$ cat config.mk
export PLATFORM = sky130hd
export DESIGN_NAME = ysyx_23060187_mem_arbiter
export DESIGN_NICKNAME = d
export VERILOG_FILES = /design/src/rtl/ysyx_23060187_mem_arbiter.sv
export SDC_FILE = /design/constraint.sdc
export NUM_CORES = 1
export LEC_CHECK = 0
export ABC_AREA = 1
export CORE_AREA = 2 2 117 119
export DETAILED_ROUTE_END_ITERATION = 8
export DIE_AREA = 0 0 119 121
export HOLD_SLACK_MARGIN = 0.06
export PLACE_DENSITY_LB_ADDON = 0.05
export SYNTH_ARGS = -nofsm -noshare
export SYNTH_HDL_FRONTEND = slang
export SYNTH_SLANG_ARGS = --single-unit
$ cat constraint.sdc
create_clock -name clk -period 1.7 [get_ports clk]
set_input_delay 0.17 -clock clk [delete_from_list [all_inputs] [get_ports clk]]
set_output_delay 0.17 -clock clk [all_outputs]
set_load 0.03 [all_outputs]
$ cat src/rtl/ysyx_23060187_mem_arbiter.sv
// Two-requester (IFU/LSU) round-robin arbiter in front of a single memory slave port.
// One transaction in flight; a RESP timeout turns a dead slave into an error response.
module ysyx_23060187_mem_arbiter #(
  parameter int ADDR_W  = 32,
  parameter int DATA_W  = 32,
  parameter int TIMEOUT = 1023
) (
  input  logic                clk,
  input  logic                rst,
  input  logic                ifu_req_valid,
  output logic                ifu_req_ready,
  input  logic [ADDR_W-1:0]   ifu_addr,
  output logic                ifu_resp_valid,
  input  logic                ifu_resp_ready,
  output logic [DATA_W-1:0]   ifu_rdata,
  output logic                ifu_resp_err,
  input  logic                lsu_req_valid,
  output logic                lsu_req_ready,
  input  logic [ADDR_W-1:0]   lsu_addr,
  input  logic                lsu_wen,
  input  logic [DATA_W-1:0]   lsu_wdata,
  input  logic [DATA_W/8-1:0] lsu_wmask,
  output logic                lsu_resp_valid,
  input  logic                lsu_resp_ready,
  output logic [DATA_W-1:0]   lsu_rdata,
  output logic                lsu_resp_err,
  output logic                mem_req_valid,
  input  logic                mem_req_ready,
  output logic [ADDR_W-1:0]   mem_addr,
  output logic                mem_wen,
  output logic [DATA_W-1:0]   mem_wdata,
  output logic [DATA_W/8-1:0] mem_wmask,
  input  logic                mem_resp_valid,
  output logic                mem_resp_ready,
  input  logic [DATA_W-1:0]   mem_rdata
);

  localparam int MASK_W = DATA_W / 8;
  localparam int CNT_W  = (TIMEOUT < 2) ? 1 : $clog2(TIMEOUT + 1);

  typedef enum logic [1:0] {IDLE, REQ, RESP, ERR} state_e;

  state_e              state_q, state_d;
  logic                owner_q, owner_d;   // 1 = LSU, 0 = IFU
  logic                last_q, last_d;
  logic [CNT_W-1:0]    cnt_q, cnt_d;
  logic [ADDR_W-1:0]   addr_q, addr_d;
  logic                wen_q, wen_d;
  logic [DATA_W-1:0]   wdata_q, wdata_d;
  logic [MASK_W-1:0]   wmask_q, wmask_d;

  logic grant_ifu, grant_lsu, owner_rready, timeout_hit;

  // Grants are gated by reset so no ready leaks out while rst is held low.
  assign grant_lsu    = rst && (state_q == IDLE) && lsu_req_valid && !(ifu_req_valid && last_q);
  assign grant_ifu    = rst && (state_q == IDLE) && ifu_req_valid && !grant_lsu;
  assign owner_rready = owner_q ? lsu_resp_ready : ifu_resp_ready;
  assign timeout_hit  = (TIMEOUT != 0) && ((int'(cnt_q) + 1) >= TIMEOUT);

  always_comb begin
    state_d = state_q;
    owner_d = owner_q;
    last_d  = last_q;
    cnt_d   = cnt_q;
    addr_d  = addr_q;
    wen_d   = wen_q;
    wdata_d = wdata_q;
    wmask_d = wmask_q;
    case (state_q)
      IDLE: begin
        if (grant_lsu || grant_ifu) begin
          owner_d = grant_lsu;
          addr_d  = grant_lsu ? lsu_addr : ifu_addr;
          wen_d   = grant_lsu && lsu_wen;
          wdata_d = grant_lsu ? lsu_wdata : '0;
          wmask_d = grant_lsu ? lsu_wmask : '0;
          state_d = REQ;
        end
      end
      REQ: begin
        if (mem_req_ready) begin
          state_d = RESP;
          cnt_d   = '0;
        end
      end
      RESP: begin
        if (mem_resp_valid) begin
          if (owner_rready) begin
            state_d = IDLE;
            last_d  = owner_q;
          end
        end else if (timeout_hit) begin
          state_d = ERR;
        end else begin
          cnt_d = cnt_q + 1'b1;
        end
      end
      default: begin
        if (owner_rready) begin
          state_d = IDLE;
          last_d  = owner_q;
        end
      end
    endcase
  end

  always_comb begin
    ifu_req_ready  = grant_ifu;
    lsu_req_ready  = grant_lsu;
    mem_req_valid  = (state_q == REQ);
    mem_resp_ready = 1'b0;
    ifu_resp_valid = 1'b0;
    lsu_resp_valid = 1'b0;
    ifu_resp_err   = 1'b0;
    lsu_resp_err   = 1'b0;
    ifu_rdata      = '0;
    lsu_rdata      = '0;
    if (state_q == RESP) begin
      mem_resp_ready = owner_rready;
      if (owner_q) begin
        lsu_resp_valid = mem_resp_valid;
        lsu_rdata      = mem_rdata;
      end else begin
        ifu_resp_valid = mem_resp_valid;
        ifu_rdata      = mem_rdata;
      end
    end else if (state_q == ERR) begin
      if (owner_q) begin
        lsu_resp_valid = 1'b1;
        lsu_resp_err   = 1'b1;
      end else begin
        ifu_resp_valid = 1'b1;
        ifu_resp_err   = 1'b1;
      end
    end
  end

  assign mem_addr  = addr_q;
  assign mem_wen   = wen_q;
  assign mem_wdata = wdata_q;
  assign mem_wmask = wmask_q;

  always_ff @(posedge clk or negedge rst) begin
    if (!rst) begin
      state_q <= IDLE;
      owner_q <= 1'b0;
      last_q  <= 1'b0;
      cnt_q   <= '0;
      addr_q  <= '0;
      wen_q   <= 1'b0;
      wdata_q <= '0;
      wmask_q <= '0;
    end else begin
      state_q <= state_d;
      owner_q <= owner_d;
      last_q  <= last_d;
      cnt_q   <= cnt_d;
      addr_q  <= addr_d;
      wen_q   <= wen_d;
      wdata_q <= wdata_d;
      wmask_q <= wmask_d;
    end
  end

endmodule

==> impl_metrics.toml <==
[status]
status = "finished, violations left"
violations = "negative setup slack"

[synth]
ys.flop_type = "dfrtp_1"
synth_seq_cells = 83
synth_top_cell_area_share_pct = 49.08
synth_top_area_cell = "dfrtp_1"
syn_area_mm2 = 0.004232
avgSynthCellArea_um2 = 8.122
synthCells = 521
synth.distinct_cells = 26
ys_top_cells_by_area = "dfrtp_1 (49%), nor3_1 (7.7%), a22o_1 (7.7%)"
ys_warn_count = 0
seq_area_frac_synth_pct = 49.08
synthesis.nets = 664
synth_edf_count = 0
ys_async_sr_fraction_pct = 100.0

[floorplanning]
die_y_um = 121
coreArea_mm2 = 0.01309
die_w_um = 119
initial_utilization_pct = 32.34
fp-row-count = 42
pin_count = 282
die_area_mm2 = 0.01440

[placement]
gp_congestion = 0.8631
io_buffers = 281
hpwl_um = 11420

[route]
postRouteAntennaNets = 0
post_drt_wl_per_cell_um = 17.20
routed_via_density = 4.899
wl_um = 17770
drt_iter0_drc = 248
drt_pre_antenna_iters = 4
vias = 5061
drc = 0

[clock_network]
clkSinkCount = 83
cts_tree = "built"
cts.clk_slew.worst_paths_ps = 60
cts_buffers = 9
clk_latency_ps = 330
cts_max_path_buffers = 2
cts_root_buf = "clkbuf_16"
cts_max_level = 3

[layout]
nets = 995
n_antenna_cell = 0
fill_cells = 1005
drive_above_1_share_pct = 36.52
areaGrowthSynthToFinish_pct = 112.1

[timing]
rsz0062_at_grt = "yes"
setup_slack_ps = -167.1
fmax_mhz = 535.6
fin_skew_ps = 6.248
fin_crit_sh_pct = 109.8
final_hold_viol_count = 0
setup_viol = 141
relSlewSlack_pct = 69.40
drv_slew = 0
tightest_slew_ps = 459.0
hold_slack_ps = 197.9
post-route-min-period_ps = 1867
fin_setup_tns_ps = -10150

[pwr]
ir_worst_vdd_mv = 1.318
power_density_mw_per_mm2 = 1675
clockPowerShare_pct = 14.1
p_leak_nw = 4.092
sw_frac_of_total_pct = 44.62
seq_power_share_pct = 22.9
p_int_mw = 8.327
p_comb_share_pct = 63.0
p_sw_mw = 6.710

[global_routing]
antenna_found_initial = 0
overflow = 0
track_usage_pct = 22.04
grt_max_degree = 83
grt_pass1_vias = 4893
grt_pass1_wl_um = 25340

[run]
cap_violations = 0

[worst_setup_path]
crit_fanout = 7
worstPathArrival_ps = 2090
criticalPathCategory = "reg2reg"
worstPathRequired_ps = 1920
end_kind = "register"
critPathLaunchType = "register"

[hold_path]
hold_path.class = "in2async"
[layer usage]
metal	share of wire (%)	up-vias	track usage [%]
met4	1.8	0	6.176
met5	0	-	0
li1	-	2405	-
met2	52	166	38.15
met3	6.6	26	7.284
met1	40	2464	26.19
[stage by stage]
| stage | cell area, µm² | cells | power [mW] | setup slack [ps] | utilization [%] |
|---|---|---|---|---|---|
| 6_report | 8975 | 1033 | 15.04 | -167.1 | 68.59 |
| 3_5_place_dp | 7295 | 977 | 10.79 | -146.7 | 55.75 |
| 2_1_floorplan | 4232 | 521 | 7.405 | -72.85 | - |
| 5_1_grt | 8975 | 1033 | 15.74 | -253.9 | 68.59 |
| 3_3_place_gp | 7295 | 977 | 10.74 | -77.02 | 55.75 |
| 4_1_cts | 8310 | 1011 | 13.88 | -111.9 | 63.51 |
[flip-flops by register name, indices dropped and copies added (netlist names)]
signal and flops:
state_q 2, mem_wen 1, cnt_q 10, mem_addr 32
mem_wdata 32, last_q 1, owner_q 1, mem_wmask 4
[critical path, stage by stage, from the launching register on]
cell     delay [ps]
dfrtp_1         390
buf_4           150
nor2_4          100
nand3_2          90
a21oi_4         170
buf_6           130
buf_6           100
nor2_4           50
buf_12          140
buf_6           110
buf_8           130
a22o_1          190
[cells in the mapped netlist, types with 3 or more instances]
library cell   n
buf_2          9
clkbuf_1      21
nor2_1        57
nand2_1       84
dfrtp_1       83
inv_1         52
inv_2          4
nor3_1        65
buf_1          3
nor2_2         5
a21oi_1       32
nand3_1       12
o21ai_1        9
nand4_1        7
a22o_1        37
o21ai_0       27
[worst paths after layout]
kind / from / endpoint / slack, ps / depth (start not counted)
worst max-delay path: state_q[0] / mem_wdata[19] / -170 / 11
worst min-delay path: rst / mem_addr[11] / 200 / 2
worst max register to register: state_q[0] / mem_wdata[19] / -170 / 11
worst min register to register: mem_wmask[3] / mem_wmask[3] / 500 / 1
max in group asynchronous: rst / mem_addr[24] / 850 / 3
min in group clk: lsu_addr[22] / mem_addr[22] / 440 / 3
[power groups by stage]
stage	Clock (mW)	Combinational, mW	Sequential, mW
after floorplan	0	2.56	4.85
after global placement	0	7.42	3.32
after detailed placement	0	7.47	3.32
after CTS	2.17	8.38	3.32
after global routing	2.25	9.95	3.54
final	2.12	9.47	3.44
[timing repair]
item	CTS	global route
gates resized for setup	111	125
hold buffers	1	0
cloned	4	11
hold endpoints to repair	83	0
pin swaps	13	15
buffers inserted	13	11
setup endpoints to repair	81	150
[kinds of logic after synthesis]
kind of cell / synth area share [%]
compound gates: 16.88
fa+ha+maj: 0.5913
buf+inv: 8.516
flops: 49.08
simple gates: 24.93
[layout make-up]
type	instances	area, µm²	area share [%]
inverters	56	222.7	2.482
multi-input cells	348	2472	27.55
repair buffers	354	3656	40.74
clock buffers	9	225.2	2.509
flip-flops and latches	83	2079	23.17
clock inverters	7	98.84	1.101
well taps	176	220.2	2.454
[placed cells by master (no fill, tap or decap), drive strengths merged]
cell / n
clkdlybuf4s50: 208
clkbuf: 18
nand3: 13
o21bai: 3
inv: 58
buf: 136
nand4: 7
clkinvlp: 1
nor3: 65
ha: 2
nand2: 89
o21ai: 36
dlygate4sd3: 1
bufinv: 2
a21oi: 33
nor2: 63
dfrtp: 83
a22o: 37
clkinv: 2
No activity file was read; power rests on OpenSTA's default activity.
